### config.mk
export PLATFORM = sky130hd
export DESIGN_NAME = cla_pipe_adder
export DESIGN_NICKNAME = d
export VERILOG_FILES = /design/src/rtl/cla_pkg.sv /design/src/rtl/cla_group4.sv /design/src/rtl/cla_pipe_adder.sv
export SDC_FILE = /design/constraint.sdc
export NUM_CORES = 1
export LEC_CHECK = 0
export ABC_AREA = 0
export BUFFER_PORTS_ARGS = -buffer_cell sky130_fd_sc_hd__buf_2
export CORE_ASPECT_RATIO = 0.5
export CORE_MARGIN = 2
export CORE_UTILIZATION = 40
export CTS_CLUSTER_SIZE = 10
export DETAILED_ROUTE_END_ITERATION = 7
export SLEW_MARGIN = 20
export SYNTH_ARGS = -nofsm -noshare
export SYNTH_HDL_FRONTEND = slang
export SYNTH_SLANG_ARGS = --single-unit
### constraint.sdc
create_clock -name clk -period 5.6 [get_ports clk]
set_input_delay 0.28 -clock clk [delete_from_list [all_inputs] [get_ports clk]]
set_output_delay 0.28 -clock clk [all_outputs]
set_load 0.05 [all_outputs]
### src/rtl/cla_pkg.sv
// rtl/cla_pkg.sv - shared carry-lookahead group size and group propagate/generate helper
package cla_pkg;

    localparam int CLA_GRP = 4;

    // Returns {P, G} for a 4-bit group: P = all bits propagate, G = group generates a carry.
    function automatic logic [1:0] cla_pg(input logic [3:0] a4, input logic [3:0] b4);
        logic [3:0] p;
        logic [3:0] g;
        p = a4 ^ b4;
        g = a4 & b4;
        return {&p, g[3] | (p[3] & g[2]) | (p[3] & p[2] & g[1]) | (p[3] & p[2] & p[1] & g[0])};
    endfunction

endpackage

### src/rtl/cla_group4.sv
// rtl/cla_group4.sv - combinational 4-bit carry-lookahead group with group P/G outputs
module cla_group4
    import cla_pkg::*;
(
    input  logic [3:0] a,
    input  logic [3:0] b,
    input  logic       c_in,
    output logic [3:0] s,
    output logic       grp_p,
    output logic       grp_g
);

    logic [3:0] p;
    logic [3:0] g;
    logic [3:0] c;

    assign p = a ^ b;
    assign g = a & b;

    // Every internal carry is expanded from c_in directly so no bit waits on another.
    assign c[0] = c_in;
    assign c[1] = g[0] | (p[0] & c_in);
    assign c[2] = g[1] | (p[1] & g[0]) | (p[1] & p[0] & c_in);
    assign c[3] = g[2] | (p[2] & g[1]) | (p[2] & p[1] & g[0]) | (p[2] & p[1] & p[0] & c_in);

    assign s = p ^ c;
    assign {grp_p, grp_g} = cla_pg(a, b);

endmodule

### src/rtl/cla_pipe_adder.sv
// rtl/cla_pipe_adder.sv - pipelined CLA adder, one CHUNK slice per stage; CLA_PIPE_ADDSUB_EN adds a sub input
module cla_pipe_adder
    import cla_pkg::*;
#(
    parameter int WIDTH = 32,
    parameter int CHUNK = 8
) (
    input  logic             clk,
    input  logic             rst,
    input  logic             in_valid,
    output logic             in_ready,
    input  logic [WIDTH-1:0] a,
    input  logic [WIDTH-1:0] b,
    input  logic             cin,
`ifdef CLA_PIPE_ADDSUB_EN
    input  logic             sub,
`endif
    output logic             out_valid,
    input  logic             out_ready,
    output logic [WIDTH-1:0] sum,
    output logic             cout,
    output logic             ovf,
    output logic             zero
);

    localparam int STAGES = WIDTH / CHUNK;
    localparam int GROUPS = CHUNK / CLA_GRP;

    logic sub_in;
`ifdef CLA_PIPE_ADDSUB_EN
    assign sub_in = sub;
`else
    assign sub_in = 1'b0;
`endif

    logic adv;

    // Level k holds the operands entering stage k: skewed a/b_eff, finished low sum slices, carry.
    logic             v_q   [STAGES];
    logic             c_q   [STAGES];
    logic             sub_q [STAGES];
    logic [WIDTH-1:0] a_q   [STAGES];
    logic [WIDTH-1:0] b_q   [STAGES];
    logic [WIDTH-1:0] s_q   [STAGES];

    logic [CHUNK-1:0] stage_s [STAGES];
    logic             stage_c [STAGES];
    logic [WIDTH-1:0] s_next  [STAGES];

    logic             ov_q;
    logic [WIDTH-1:0] sum_q;
    logic             cout_q;
    logic             ovf_q;
    logic             zero_q;

    for (genvar k = 0; k < STAGES; k++) begin : g_stage
        logic [GROUPS-1:0] gp;
        logic [GROUPS-1:0] gg;
        logic [GROUPS-1:0] gc;
        logic [CHUNK-1:0]  ss;
        logic              gco;

        for (genvar i = 0; i < GROUPS; i++) begin : g_grp
            cla_group4 u_grp (
                .a     (a_q[k][k*CHUNK + i*CLA_GRP +: CLA_GRP]),
                .b     (b_q[k][k*CHUNK + i*CLA_GRP +: CLA_GRP]),
                .c_in  (gc[i]),
                .s     (ss[i*CLA_GRP +: CLA_GRP]),
                .grp_p (gp[i]),
                .grp_g (gg[i])
            );
        end

        // Group carries resolve within the cycle from the carry registered by the previous stage.
        always_comb begin
            logic c;
            gc = '0;
            c  = c_q[k];
            for (int i = 0; i < GROUPS; i++) begin
                gc[i] = c;
                c     = gg[i] | (gp[i] & c);
            end
            gco = c;
        end

        assign stage_s[k] = ss;
        assign stage_c[k] = gco;
    end

    always_comb begin
        for (int k = 0; k < STAGES; k++) begin
            s_next[k]                     = s_q[k];
            s_next[k][k*CHUNK +: CHUNK]   = stage_s[k];
        end
    end

    assign adv       = !ov_q || out_ready;
    assign in_ready  = adv;
    assign out_valid = ov_q;
    assign sum       = sum_q;
    assign cout      = cout_q;
    assign ovf       = ovf_q;
    assign zero      = zero_q;

    always_ff @(posedge clk) begin
        if (rst) begin
            for (int k = 0; k < STAGES; k++) begin
                v_q[k]   <= 1'b0;
                c_q[k]   <= 1'b0;
                sub_q[k] <= 1'b0;
                a_q[k]   <= '0;
                b_q[k]   <= '0;
                s_q[k]   <= '0;
            end
            ov_q   <= 1'b0;
            sum_q  <= '0;
            cout_q <= 1'b0;
            ovf_q  <= 1'b0;
            zero_q <= 1'b0;
        end else if (adv) begin
            // Subtraction becomes a + ~b + ~cin; b is inverted once at capture.
            v_q[0]   <= in_valid;
            a_q[0]   <= a;
            b_q[0]   <= b ^ {WIDTH{sub_in}};
            c_q[0]   <= cin ^ sub_in;
            sub_q[0] <= sub_in;
            s_q[0]   <= '0;
            for (int k = 1; k < STAGES; k++) begin
                v_q[k]   <= v_q[k-1];
                a_q[k]   <= a_q[k-1];
                b_q[k]   <= b_q[k-1];
                sub_q[k] <= sub_q[k-1];
                s_q[k]   <= s_next[k-1];
                c_q[k]   <= stage_c[k-1];
            end
            ov_q   <= v_q[STAGES-1];
            sum_q  <= s_next[STAGES-1];
            cout_q <= stage_c[STAGES-1] ^ sub_q[STAGES-1];
            ovf_q  <= (a_q[STAGES-1][WIDTH-1] == b_q[STAGES-1][WIDTH-1]) &&
                      (s_next[STAGES-1][WIDTH-1] != a_q[STAGES-1][WIDTH-1]);
            zero_q <= ~|s_next[STAGES-1];
        end
    end

endmodule
==> metrics.txt <==
Post-synth EDFFs=around 220; Die ar.=about 28000 um^2; Fin. Hold Viols=0; most frequent cells in the layout=edfxtp_1, and2_1, buf_2; Distinct cells, synth=46; Die Height=between 100 and 150 um; Int Power=3172 uW; GRT Util Overall=between 10% and 20%; vias in the first global route=5604; Reg-to-Reg Start=b_q[3][26]$_SDFFCE_PN0P_; Diodes inserted=0; Clk network pwr share=between 40% and 50%; Syn Nets=877; Starting Density=between 40% and 50%; ANT nets after route=0; layout net count=1009; Worst-Skew Late Latency=approximately 0.54 ns; WP data arrival=3.50 ns; # DRC=0; clk root buf=clkbuf_16; synthesized flop and latch total=approximately 250; Logic pwr share=roughly 6%; Slew HR=a little under two fifths; WS Path Type=reg -> reg; worst slew pin tran=0.9452 ns; Vias=5755; Final HPWL DP=11.61 mm; CTS tree=built; DR top layer=met4; Post-Route Utilization=48.68%; sequential share of the synthesized area=between 60 and 70%; Worst Setup Start Kind=flop; Ys Warns=0; Clock Tree Buf Depth=3; RSZ-0062 raised after global routing=false; Final Cycle Share=between 50% and 60%; Levels on crit path=11; postcts setup bufs=0; routed wl met3=between 800 and 900 um; Worst setup endpoint=zero$_SDFFE_PP0N_; Sink Count=around 250; final setup fails=0; CP bufs+invs=0; largest net degree at the start of global routing=approximately 140; Final Critical Period=roughly 3 ns; LEAKAGE=between 0.005 and 0.006 uW; critical path's top delay family=simple AND/OR/NAND/NOR gates; critical path, cell by cell=ha_1 -> a21o_1 -> a21o_1 -> or2_2 -> fa_1 -> nor4_1 -> and4_1 -> nand4_1 -> nor4_2 -> a32oi_1 -> o21ai_1; most common cell after layout, fill and taps aside=edfxtp_1; Reg power frac=53.7%; top-level I/O count=106; htree depth=1; share of layout cells above drive strength 1=around 17%; Die W=232.6 um; port buffer count=between 100 and 150; First DRT Iteration DRCs=440; wire length per cell=14.35 um; P_sw=around 840 uW; WL final=roughly 18 mm; Mapped Cells=768; Fmax=approximately 0.33 GHz; M1 WL=between 9 and 10 mm; Area growth, synth to finish=18.54%; Critical Path Sink Type=flop; reg2reg path depth=11; maxcap violations=0; area of the mapped netlist=between 10000 and 15000 um^2; Site Rows=between 40 and 50; Critical Path Slowest Stage Cell=fa_1; clk_skew=0.01282 ns; CTS Buf Count=29; DR pass1 iterations=4; initial antenna violation count=0; GP Congestion=0.7740; Crit Path Max Fanout=4; total gr overflow=0; status=complete, no violations; metal2 WL=between 7 and 8 mm; CP max stage delay=around 0.5 ns; VDD IR max=roughly 0.20 mV; P per Cell Area=around 320 nW/um^2; CP required=6.06 ns; asr flop ratio synth=0%; FF-to-FF End=zero$_SDFFE_PP0N_; Via density=between 4 and 5; total negative slack=0 ns; Sw Share=between 20% and 30%; dominant synthesized flop cell=edfxtp_1; global-route wire length before repair=approximately 30 mm; R2R setup slack=2.57 ns; Core Region=~25000 um^2; cell repeated most along the worst path=a21o_1; clk slew on worst S/H paths=~0.060 ns; worst min-delay path category=in -> reg; Slew Limit Fails=0; syn_area_per_cell=between 10 and 15 um^2; CP startpoint=b_q[3][26]$_SDFFCE_PN0P_
-- timing repair --
item | 4_1_cts | 5_1_grt
endpoints found under the hold margin | 23 | 1
resized for setup | 0 | 0
hold buffers | 23 | 1
-- how the worst min path moves through the flow --
| stage | start | cells after the start | endpoint | slack [ns] |
|---|---|---|---|---|
| 6_report | a[29] | 2 | a_q[0][29]$_SDFFCE_PN0P_ | 0.02 |
| 5_1_grt | b[26] | 2 | b_q[0][26]$_SDFFCE_PN0P_ | 0.001 |
| 4_1_cts | b[26] | 2 | b_q[0][26]$_SDFFCE_PN0P_ | 0.0003 |
| 3_5_place_dp | sum[3]$_SDFFE_PP0N_ | 2 | sum[3]$_SDFFE_PP0N_ | 0.44 |
| 3_3_place_gp | sum[16]$_SDFFE_PP0N_ | 2 | sum[16]$_SDFFE_PP0N_ | 0.44 |
| 2_1_floorplan | v_q[3]$_DFFE_PP_ | 2 | out_valid$_SDFFE_PP0N_ | 0.43 |
-- synthesized netlist by cell type, drive strengths merged (4+ instances only) --
cell	count	area share, %
o21a	4	0.29
dfxtp	36	6.9
and3	4	0.24
a211o	8	0.67
nor2	35	1.3
a21oi	44	2.1
and2	192	11
nor3	4	0.24
xnor2	12	1.0
fa	8	1.5
nand2	63	2.3
a21o	8	0.57
xor2	8	0.67
o21ai	6	0.29
clkbuf	28	1.0
inv	19	0.68
nor4	5	0.36
edfxtp	216	62
ha	32	3.8
buf	6	0.25
-- state kept, by name, indices dropped and copies added, names as in the netlist --
name       count
zero           1
sum           32
s_q           48
a_q           80
b_q           80
cout           1
ovf            1
out_valid      1
v_q            4
c_q            4
-- area by class of cell --
cell class              count  area, um^2
flip-flops and latches    252        7207
clock buffers              41       770.7
clock inverters             2       17.52
inverters                  19       75.07
well taps                 344       430.4
fillers                  2268       13060
repair buffers            135       835.8
multi-input cells         463        3049
-- per-stage QoR --
stage | power [uW] | cells | hold slack (ns) | area, um^2 | worst slack, ns
2_1_floorplan | 2345 | 768 | 0.4329 | 10450 | 0.5539
3_3_place_gp | 2420 | 1188 | 0.4414 | 11330 | 2.712
3_5_place_dp | 2424 | 1188 | 0.4446 | 11330 | 2.633
4_1_cts | 4067 | 1254 | 0.0002505 | 12350 | 2.605
5_1_grt | 4185 | 1256 | 0.001244 | 12390 | 2.388
6_report | 4016 | 1256 | 0.02230 | 12390 | 2.567
-- power by group through the flow --
| stage | Sequential, uW | Combinational (uW) | Clock [uW] |
|---|---|---|---|
| final | 2160 | 240 | 1620 |
| after global routing | 2170 | 269 | 1750 |
| after CTS | 2160 | 241 | 1670 |
| after detailed placement | 2200 | 227 | 0 |
| after global placement | 2200 | 224 | 0 |
| after floorplan | 2210 | 135 | 0 |
-- routing by layer --
layer	track usage, %	up-vias
met2	18.82	122
met4	3.623	0
met1	20.52	2660
li1	-	2942
met3	3.209	31
met5	0	-
-- worst reg2reg max path, stage by stage (launching register included) --
cell      delay, ns
edfxtp_1       0.37
ha_1           0.36
a21o_1         0.19
a21o_1         0.18
or2_2          0.29
fa_1           0.51
nor4_1         0.27
and4_1         0.22
nand4_1        0.11
nor4_2         0.22
a32oi_1        0.14
o21ai_1        0.09
-- logic make-up after synthesis --
| family | share of synthesized area (%) |
|---|---|
| and+or+nand+nor | 16.91 |
| adders and majority gates | 5.365 |
| AOI/OAI and AO/OA | 4.946 |
| DFF | 68.97 |
| xor gates and xnor gates | 1.676 |
| buffers and inverters | 1.940 |
| muxes | 0.1916 |
Power figures use the tool's default switching activity.
